$ cat src/rtl/key_pkg.sv
`default_nettype none
// ============================================================================
//  Module      : key_pkg
//  Description : Shared sizes, key-code type, scan FSM encoding and key-code
//                helper for the keypad matrix scanner.
//  Revision    : 1.0 - initial release
// ============================================================================
package key_pkg;

  localparam int NROW  = 4;
  localparam int NCOL  = 5;
  localparam int KEY_W = 5;

  typedef logic [KEY_W-1:0] key_code_t;

  // Scan FSM encoding, explicit one-bit width
  typedef enum logic [0:0] {
    SETTLE = 1'b0,
    EVAL   = 1'b1
  } scan_state_e;

  localparam key_code_t NO_KEY = '0;

  // Key at (row, col) is numbered row-major starting at 1 so that 0 stays free
  // for "no key".
  function automatic key_code_t key_code(input logic [1:0] row, input logic [2:0] col);
    return key_code_t'(int'(row) * NCOL + int'(col) + 1);
  endfunction

endpackage
`default_nettype wire

$ cat src/rtl/key_frame_debounce.sv
`default_nettype none
// ============================================================================
//  Module      : key_frame_debounce
//  Description : Frame-level debounce of the per-frame key code. A code is
//                reported (nkv update plus one-cycle nkpls) once it has been
//                seen on DEB_CNT consecutive frames and differs from the last
//                reported code.
//  Revision    : 1.0 - initial release
// ============================================================================
module key_frame_debounce
  import key_pkg::*;
#(
  parameter int DEB_CNT = 3
) (
  input  logic             clk,
  input  logic             rst,
  input  logic [KEY_W-1:0] fc,
  input  logic             eval_en,
  output logic [KEY_W-1:0] nkv,
  output logic             nkpls
);

  localparam logic [3:0] DEB_MAX = 4'(DEB_CNT);

  key_code_t  prev_q, prev_d;
  logic [3:0] cnt_q, cnt_d;
  // The reported code doubles as the "last reported" register, so nkv can
  // never disagree with the value debounce compares against.
  key_code_t  rep_q, rep_d;
  logic       nkpls_q, nkpls_d;

  // Debounce update, only active during the one-cycle EVAL slot
  always_comb begin
    prev_d  = prev_q;
    cnt_d   = cnt_q;
    rep_d   = rep_q;
    nkpls_d = 1'b0;
    if (eval_en) begin
      if (fc == prev_q) begin
        cnt_d = (cnt_q >= DEB_MAX) ? DEB_MAX : cnt_q + 4'd1;
      end else begin
        cnt_d  = 4'd1;
        prev_d = fc;
      end
      if ((cnt_d == DEB_MAX) && (fc != rep_q)) begin
        rep_d   = fc;
        nkpls_d = 1'b1;
      end
    end
  end

  // Debounce state registers; cnt starts saturated so idle after reset is quiet
  always_ff @(posedge clk or negedge rst) begin
    if (!rst) begin
      prev_q  <= NO_KEY;
      cnt_q   <= DEB_MAX;
      rep_q   <= NO_KEY;
      nkpls_q <= 1'b0;
    end else begin
      prev_q  <= prev_d;
      cnt_q   <= cnt_d;
      rep_q   <= rep_d;
      nkpls_q <= nkpls_d;
    end
  end

  assign nkv   = rep_q;
  assign nkpls = nkpls_q;

endmodule
`default_nettype wire

$ cat src/rtl/key_matrix_scan.sv
`default_nettype none
// ============================================================================
//  Module      : key_matrix_scan
//  Description : 4x5 passive key matrix scanner. Drives one column low at a
//                time, samples synchronized rows, resolves each frame to a
//                single key code and hands it to the frame debouncer.
//  Revision    : 1.0 - initial release
// ============================================================================
module key_matrix_scan
  import key_pkg::*;
#(
  parameter int SCAN_DIV = 4,
  parameter int DEB_CNT  = 3
) (
  input  logic             clk,
  input  logic             rst,
  input  logic [NROW-1:0]  krow,
  output logic [NCOL-1:0]  kcol,
  output logic             nkpls,
  output logic [KEY_W-1:0] nkv
);

  localparam int               DIV_W    = $clog2(SCAN_DIV);
  localparam logic [DIV_W-1:0] DIV_LAST = DIV_W'(SCAN_DIV - 1);
  localparam int               COL_W    = 3;
  localparam logic [COL_W-1:0] COL_LAST = COL_W'(NCOL - 1);

  logic [NROW-1:0]  krow_meta_q;
  logic [NROW-1:0]  krow_sync_q;

  scan_state_e      state_q, state_d;
  logic [COL_W-1:0] col_q, col_d;
  logic [DIV_W-1:0] div_q, div_d;
  // Frame accumulator: hit count saturating at 2, plus the code of the first hit
  logic [1:0]       hits_q, hits_d;
  key_code_t        code_q, code_d;

  logic [1:0]       row_hits;
  logic [1:0]       row_idx;
  logic [2:0]       hits_sum;
  logic             eval_en;
  key_code_t        fc;

  // Two-flop synchronizer for the asynchronous, active-low rows
  always_ff @(posedge clk or negedge rst) begin
    if (!rst) begin
      krow_meta_q <= '1;
      krow_sync_q <= '1;
    end else begin
      krow_meta_q <= krow;
      krow_sync_q <= krow_meta_q;
    end
  end

  // Count low rows in the current column (saturating at 2) and locate one
  always_comb begin
    row_hits = 2'd0;
    row_idx  = 2'd0;
    for (int r = NROW - 1; r >= 0; r--) begin
      if (!krow_sync_q[r]) begin
        row_idx = 2'(r);
        if (row_hits != 2'd2) begin
          row_hits = row_hits + 2'd1;
        end
      end
    end
  end

  assign hits_sum = {1'b0, hits_q} + {1'b0, row_hits};

  // Scan sequencing: divider per column, column walk, then one EVAL cycle
  always_comb begin
    state_d = state_q;
    col_d   = col_q;
    div_d   = div_q;
    hits_d  = hits_q;
    code_d  = code_q;
    eval_en = 1'b0;
    case (state_q)
      SETTLE: begin
        if (div_q == DIV_LAST) begin
          div_d  = '0;
          hits_d = (hits_sum > 3'd2) ? 2'd2 : hits_sum[1:0];
          if ((hits_q == 2'd0) && (row_hits == 2'd1)) begin
            code_d = key_code(row_idx, col_q);
          end
          if (col_q == COL_LAST) begin
            state_d = EVAL;
          end else begin
            col_d = col_q + 3'd1;
          end
        end else begin
          div_d = div_q + 1'b1;
        end
      end
      EVAL: begin
        eval_en = 1'b1;
        state_d = SETTLE;
        col_d   = '0;
        hits_d  = 2'd0;
        code_d  = NO_KEY;
      end
      default: begin
        state_d = SETTLE;
      end
    endcase
  end

  // Scan FSM, divider and frame accumulator registers
  always_ff @(posedge clk or negedge rst) begin
    if (!rst) begin
      state_q <= SETTLE;
      col_q   <= '0;
      div_q   <= '0;
      hits_q  <= 2'd0;
      code_q  <= NO_KEY;
    end else begin
      state_q <= state_d;
      col_q   <= col_d;
      div_q   <= div_d;
      hits_q  <= hits_d;
      code_q  <= code_d;
    end
  end

  // Exactly one hit in the frame yields its code; none or several yield 0
  assign fc = (hits_q == 2'd1) ? code_q : NO_KEY;

  // Column drive decoded from registered state, so it only moves on register updates
  always_comb begin
    kcol = '1;
    for (int c = 0; c < NCOL; c++) begin
      if ((state_q == SETTLE) && (col_q == COL_W'(c))) begin
        kcol[c] = 1'b0;
      end
    end
  end

  key_frame_debounce #(
    .DEB_CNT (DEB_CNT)
  ) u_debounce (
    .clk     (clk),
    .rst     (rst),
    .fc      (fc),
    .eval_en (eval_en),
    .nkv     (nkv),
    .nkpls   (nkpls)
  );

endmodule
`default_nettype wire
$ cat config.mk
export PLATFORM = sky130hd
export DESIGN_NAME = key_matrix_scan
export DESIGN_NICKNAME = d
export VERILOG_FILES = /design/src/rtl/key_pkg.sv /design/src/rtl/key_frame_debounce.sv /design/src/rtl/key_matrix_scan.sv
export SDC_FILE = /design/constraint.sdc
export NUM_CORES = 1
export LEC_CHECK = 0
export ABC_CLOCK_PERIOD_IN_PS = 3900
export CORE_AREA = 2 2 71 73
export DETAILED_ROUTE_END_ITERATION = 10
export DIE_AREA = 0 0 73 75
export GPL_TIMING_DRIVEN = 0
export SKIP_LAST_GASP = 1
export SYNTH_ARGS = -nofsm -noshare
export SYNTH_HDL_FRONTEND = slang
export SYNTH_SLANG_ARGS = --single-unit
$ cat constraint.sdc
create_clock -name clk -period 3.9 [get_ports clk]
set_clock_uncertainty 0.1 [all_clocks]
set_input_delay 0.585 -clock clk [delete_from_list [all_inputs] [get_ports clk]]
set_output_delay 0.585 -clock clk [all_outputs]
set_load 0.03 [all_outputs]
After elaboration in Yosys (flattened, before gate mapping)
Index checks and enable logic that the tools add are counted.

cells by class
  $add $sub $neg = 9
  $mul = 1
  magnitude comparators = 2
  equal/unequal tests = 16
  multiplexer cells = 36
  bitwise logic cells = 2
  reduce and logical (&&, ||, !) cells = 13

operator list
  cell                 count
  $mux 2               13
  $mux 5               3
  $mux 4               3
  $ne 2x2->1 const B   6
  $mux 1               11
  $pmux 5 s2           1
  $add 2x1->2 const B  4
  $reduce_and 2->1     4
  $logic_and 1x1->1    7
  $eq 3x2->1 const B   2
  $mux 3               2
  $pmux 3 s2           1
  $add 5x1->5 const B  1
  $add 5x3->5          1
  $eq 5x5->1           1
  $mul 2x3->5 const B  1
  $ne 5x5->1           1
  $add 4x1->4 const B  1
  $eq 2x1->1 const B   2
  $eq 4x2->1 const B   1
  $ge 4x2->1 const B   1
  $pmux 2 s2           1
  $add 2x2->3          1
  $add 3x1->3 const B  1
  8 further kinds      9

storage, ports and cells
  flip-flop bits (word level) = 36
  bits of input ports = 6
  output and inout bits = 11

Depth between registers and ports, before layout
  word-level depth = 15
  depth in mapped cells = 11
  mapped depth without buffers = 11

Hierarchy
A second synthesis with hierarchy kept.

second synthesis, totals
  cells, all modules = 172
  area total of the unflattened synthesis = 1961.9 um^2

by module, submodules not included
  module              instances  cells each  area an instance (um^2)  sequential area each (um^2)
  key_matrix_scan     1          118         1253.7                   535.5
  key_frame_debounce  1          54          708.2                    377.9

Worst setup path before layout
OpenSTA, ideal clock, no wires.

  kind = register -> register
  from = register krow_sync_q[2]
  to = register hits_q[0]
  arrival = 2.230 ns
  data required time = 3.722 ns
  slack = 1.492 ns
  stages on the path, launching flop included = 12
  buffers on the path = 0
  cell sequence = dfstp_2 > inv_1 > ha_1 > mux2i_1 > ha_1 > nor2_1 > a21oi_1 > ha_1 > inv_1 > fa_1 > nand4_1 > a21oi_1

on the way
  word-level cells in the longest chain between the ends = 12
  elaborated cells between the ends (all ways) = 14
  those cells by class = 3 x add/sub; 1 x order compare; 2 x eq/ne; 8 x mux

ends and longest elaborated chain
  item                                       RTL line                                      RTL
  start: declaration                         key_matrix_scan.sv:29                         logic [NROW-1:0] krow_sync_q;
  start signal: assignment                   key_matrix_scan.sv:51                         krow_sync_q <= krow_meta_q;
  $mux 2 *                                   key_matrix_scan.sv:60                         if (!krow_sync_q[r]) begin
  $add 2x1->2 or $ne 2x2->1 (tied branches)  key_matrix_scan.sv:63, key_matrix_scan.sv:62
  $mux 2                                     key_matrix_scan.sv:62                         if (row_hits != 2'd2) begin
  $mux 2 *                                   key_matrix_scan.sv:60
  $add 2x1->2 or $ne 2x2->1 (tied branches)  key_matrix_scan.sv:63, key_matrix_scan.sv:62
  $mux 2                                     key_matrix_scan.sv:62
  $mux 2 *                                   key_matrix_scan.sv:60
  $add 2x2->3 *                              key_matrix_scan.sv:69                         assign hits_sum = {1'b0, hits_q} + {1'b0, row_hits};
  $gt 3x2->1                                 key_matrix_scan.sv:83                         hits_d = (hits_sum > 3'd2) ? 2'd2 : hits_sum[1:0];
  $mux 2 *                                   key_matrix_scan.sv:83
  $mux 2 *                                   key_matrix_scan.sv:81                         if (div_q == DIV_LAST) begin
  $pmux 2 s2 *                               key_matrix_scan.sv:79                         case (state_q)
  end signal: assignment                     key_matrix_scan.sv:121                        hits_q <= hits_d;
  end: declaration                           key_matrix_scan.sv:35                         logic [1:0] hits_q, hits_d;

Every way passes the cells marked *; elsewhere a longest branch is shown, timed or not. The select of a mux whose other input is x is not followed.
A chain may end at the register's enable or synchronous reset.

Final worst setup path
  from = register state_q
  to = output port kcol[2]

on the way
  word-level cells in the longest chain between the ends = 3

ends and longest elaborated chain
  item                      RTL line                RTL
  start: declaration        key_matrix_scan.sv:31   scan_state_e state_q, state_d;
  start signal: assignment  key_matrix_scan.sv:118  state_q <= state_d;
  $not 1->1                 n/a
  $logic_and 1x1->1         key_matrix_scan.sv:133  if ((state_q == SETTLE) && (col_q == COL_W'(c))) begin
  $mux 1                    key_matrix_scan.sv:133
  end: declaration          key_matrix_scan.sv:18   output logic [NCOL-1:0] kcol,

Every way passes these cells.

==> run_results.csv <==
group,metric,value,unit
outcome,status,"finished clean",
clock_tree,hold_buffers,0,
setup_path,crit_type,"flip-flop to output pin",
placed_design,port_buffers,16,
timing,hold_viol,0,
yosys,synth_common_cells,"dfrtp_1, nor2_1, ha_1",
global_routing,grt_max_degree,37,
cells_and_area,layout-drive-gt1-share,16.50,%
clock_tree,numCtsBuffers,5,
power,powerDensity,327.0,nW/um^2
global_routing,grt_overflow,0,
cells_and_area,final_cells,260,
yosys,synth_area_leaders,"dfrtp_1, dfstp_2, ha_1",
die,initial_utilization,43.49,%
global_routing,grt_pass1_wl,6727,um
cells_and_area,multi_input_area,1028,um^2
die,row_count,25,
die,ioPinCount,17,
clock_tree,clock_path_buffers,2,
route,drt-initial-drc-count,93,
timing,slew_headroom,45.88,%
clock_tree,cts_tree,"done",
clock_tree,worstSkewPairLatency,0.28,ns
yosys,synth-edff-count,0,
route,vias,1376,
global_routing,grt_pass1_vias,1439,
yosys,syn-mean-instance-area,11.14,um^2
setup_path,reg2regPathDepth,11,
placed_design,placed_area,2250,um^2
setup_path,start_kind,"flip-flop",
setup_path,arrival,2.38,ns
global_routing,grt_usage,16.32,%
timing,fin_crit_sh,78.58,%
clock_tree,root_buffer,"clkbuf_8",
die,core-area,4661,um^2
route,drt_first_pass_iters,4,
global_routing,antenna_found_initial,0,
timing,tightest_slew,0.8118,ns
timing,maxSlewViolCount,0,
setup_path,required,3.21,ns
clock_tree,postCtsSetupBuffers,0,
die,die_area,5475,um^2
placed_design,post-dp-hpwl,2745,um
timing,fin_crit,3.064,ns
yosys,synth-main-ff-cell,"dfrtp_1",
die,die_h,75,um
die,die_w,73,um
power,p_leak,1.106,nW
cells_and_area,antennaDiodeCount,0,
cells_and_area,area_delta_synth_final,15.43,%
setup_path,critPathMaxFanout,10,
route,route.detailed.drc,0,
clock_tree,post_cts_resized,0,
placed_design,dp.cells,252,
clock_tree,h-tree-depth,2,
yosys,yosysWarnings,0,
timing,finalSetupViolCount,0,
timing,setup_tns,0,ns
route,wl_per_cell,14.43,um
timing,rsz0062_at_grt,"false",
cells_and_area,regArea,913.4,um^2
route,drt_wl_total,3753,um
timing,max_freq,0.3263,GHz
cells_and_area,nets,232,
yosys,synth.most_common_cell,"dfrtp_1",
route,postRouteAntennaNets,0,
yosys,synth_area,2027,um^2
power,peakVddDrop,0.2061,mV
yosys,syn-num-nets,209,
min_path,min_path_type,"flip-flop to flip-flop",
clock_tree,cts.sinks,36,
min_path,worstHoldPathCells,0,
flow_run,maxCapViolCount,0,
yosys,synth_seq_cells,36,
cells_and_area,design_area,2340,um^2
yosys,async_reset_ff_share,100.0,%
yosys,synth.distinct_cells,38,
route,vias_per_cell,5.292,
yosys,synth_cells,182,
yosys,yosys.area.top_type,"dfrtp_1",
yosys,ys_seq_area_share,45.06,%
yosys,synthDominantCellAreaShare,32.10,%
setup_path,reg2reg_slack,1.25,ns
setup_path,cp-end-kind,"output pin",
placed_design,gp_congestion,0.8687,
clock_tree,cts.reportedPaths.clkPinSlew,0.07,ns
cells_and_area,fillers,435,
## layout by cell type, fill, tap and decap left out, types with 3 or more instances in the layout
| cell | synthesis | routed |
|---|---|---|
| a21o_1 | 3 | 3 |
| a31oi_1 | 4 | 4 |
| nand2_1 | 5 | 5 |
| clkdlybuf4s50_1 | 0 | 15 |
| clkbuf_8 | 0 | 6 |
| and2_1 | 6 | 6 |
| nor2b_1 | 5 | 5 |
| dfstp_2 | 10 | 10 |
| nand2b_1 | 4 | 4 |
| mux2_4 | 5 | 5 |
| dfrtp_1 | 26 | 26 |
| a21oi_1 | 8 | 8 |
| clkbuf_1 | 1 | 3 |
| mux2_2 | 6 | 6 |
| a22o_1 | 5 | 5 |
| nor4bb_1 | 3 | 3 |
| ha_1 | 19 | 19 |
| inv_1 | 14 | 14 |
| xnor2_1 | 9 | 9 |
| nor2_1 | 21 | 21 |
| buf_2 | 2 | 3 |
## per-stage QoR
step | hold WS (ns) | power [W] | worst slack (ns) | utilization [%]
6_report | 0.2560 | 0.0007651 | 0.8356 | 50.20
5_1_grt | 0.2626 | 0.0008114 | 0.6553 | 50.20
4_1_cts | 0.2566 | 0.0007749 | 0.7928 | 50.20
3_5_place_dp | 0.2468 | 0.0005050 | 1.116 | 48.27
3_3_place_gp | 0.2462 | 0.0004973 | 1.178 | 48.38
2_1_floorplan | 0.1894 | 0.0004738 | 1.492 | -
## layer usage
| metal | wire [um] | up-vias | track usage (%) |
|---|---|---|---|
| li1 | - | 671 | - |
| met1 | 1723 | 683 | 19.47 |
| met3 | 124 | 4 | 4.284 |
| met2 | 1854 | 18 | 28.03 |
| met5 | 0 | - | 0 |
| met4 | 51 | 0 | 6.790 |
## cell families (layout without fill, tap and decap cells)
group | after synthesis | after routing | synth area share, %
buffers and inverters | 20 | 44 | 4.197
multiplexers | 12 | 12 | 7.531
adder cells (fa/ha/maj) | 21 | 21 | 13.70
XOR/XNOR | 9 | 9 | 3.889
flip-flops | 36 | 36 | 45.06
AO/OA/AOI/OAI | 30 | 30 | 10.99
AND/OR/NAND/NOR | 54 | 54 | 14.63
## path summary, 6_finish.rpt
| path | to | from |
|---|---|---|
| setup reg to reg | hits_q[0] | krow_sync_q[2] |
| hold reg to reg | krow_sync_q[2] | krow_meta_q[2] |
| max in group asynchronous | col_q[2] | rst |
| setup / recovery | kcol[2] | state_q |
| hold / removal | krow_sync_q[2] | krow_meta_q[2] |
| min in group asynchronous | u_debounce.prev_q[3] | rst |
## final cells by class
type                       instances  area share, %
sequential                        36          39.04
timing repair buffer              16          6.631
multi-input combinational        126          43.96
tap                               54          2.888
inverter                          14          2.246
clock buffer                       8          3.850
buffer                             6          1.390
## power breakdown
| group | internal, W | switching [W] |
|---|---|---|
| Combinational | 0.0000402 | 0.0000472 |
| Clock | 0.000144 | 0.000124 |
| Sequential | 0.000396 | 0.0000138 |
## flip-flops by register name (all words and copies together), names as in the netlist
signal and count:
krow_sync_q 4, col_q 3, state_q 1, u_debounce.cnt_q 4, u_debounce.nkv 5, div_q 2, krow_meta_q 4, hits_q 2
code_q 5, u_debounce.prev_q 5, u_debounce.nkpls 1
## worst max-delay path, stage by stage (launching register included)
cell             delay (ns)
dfrtp_1                0.38
clkbuf_1               0.38
buf_1                  0.42
nor2_1                 0.14
nand2_1                0.10
clkdlybuf4s50_1        0.67
Note: power is estimated with default switching activity, not from simulation.
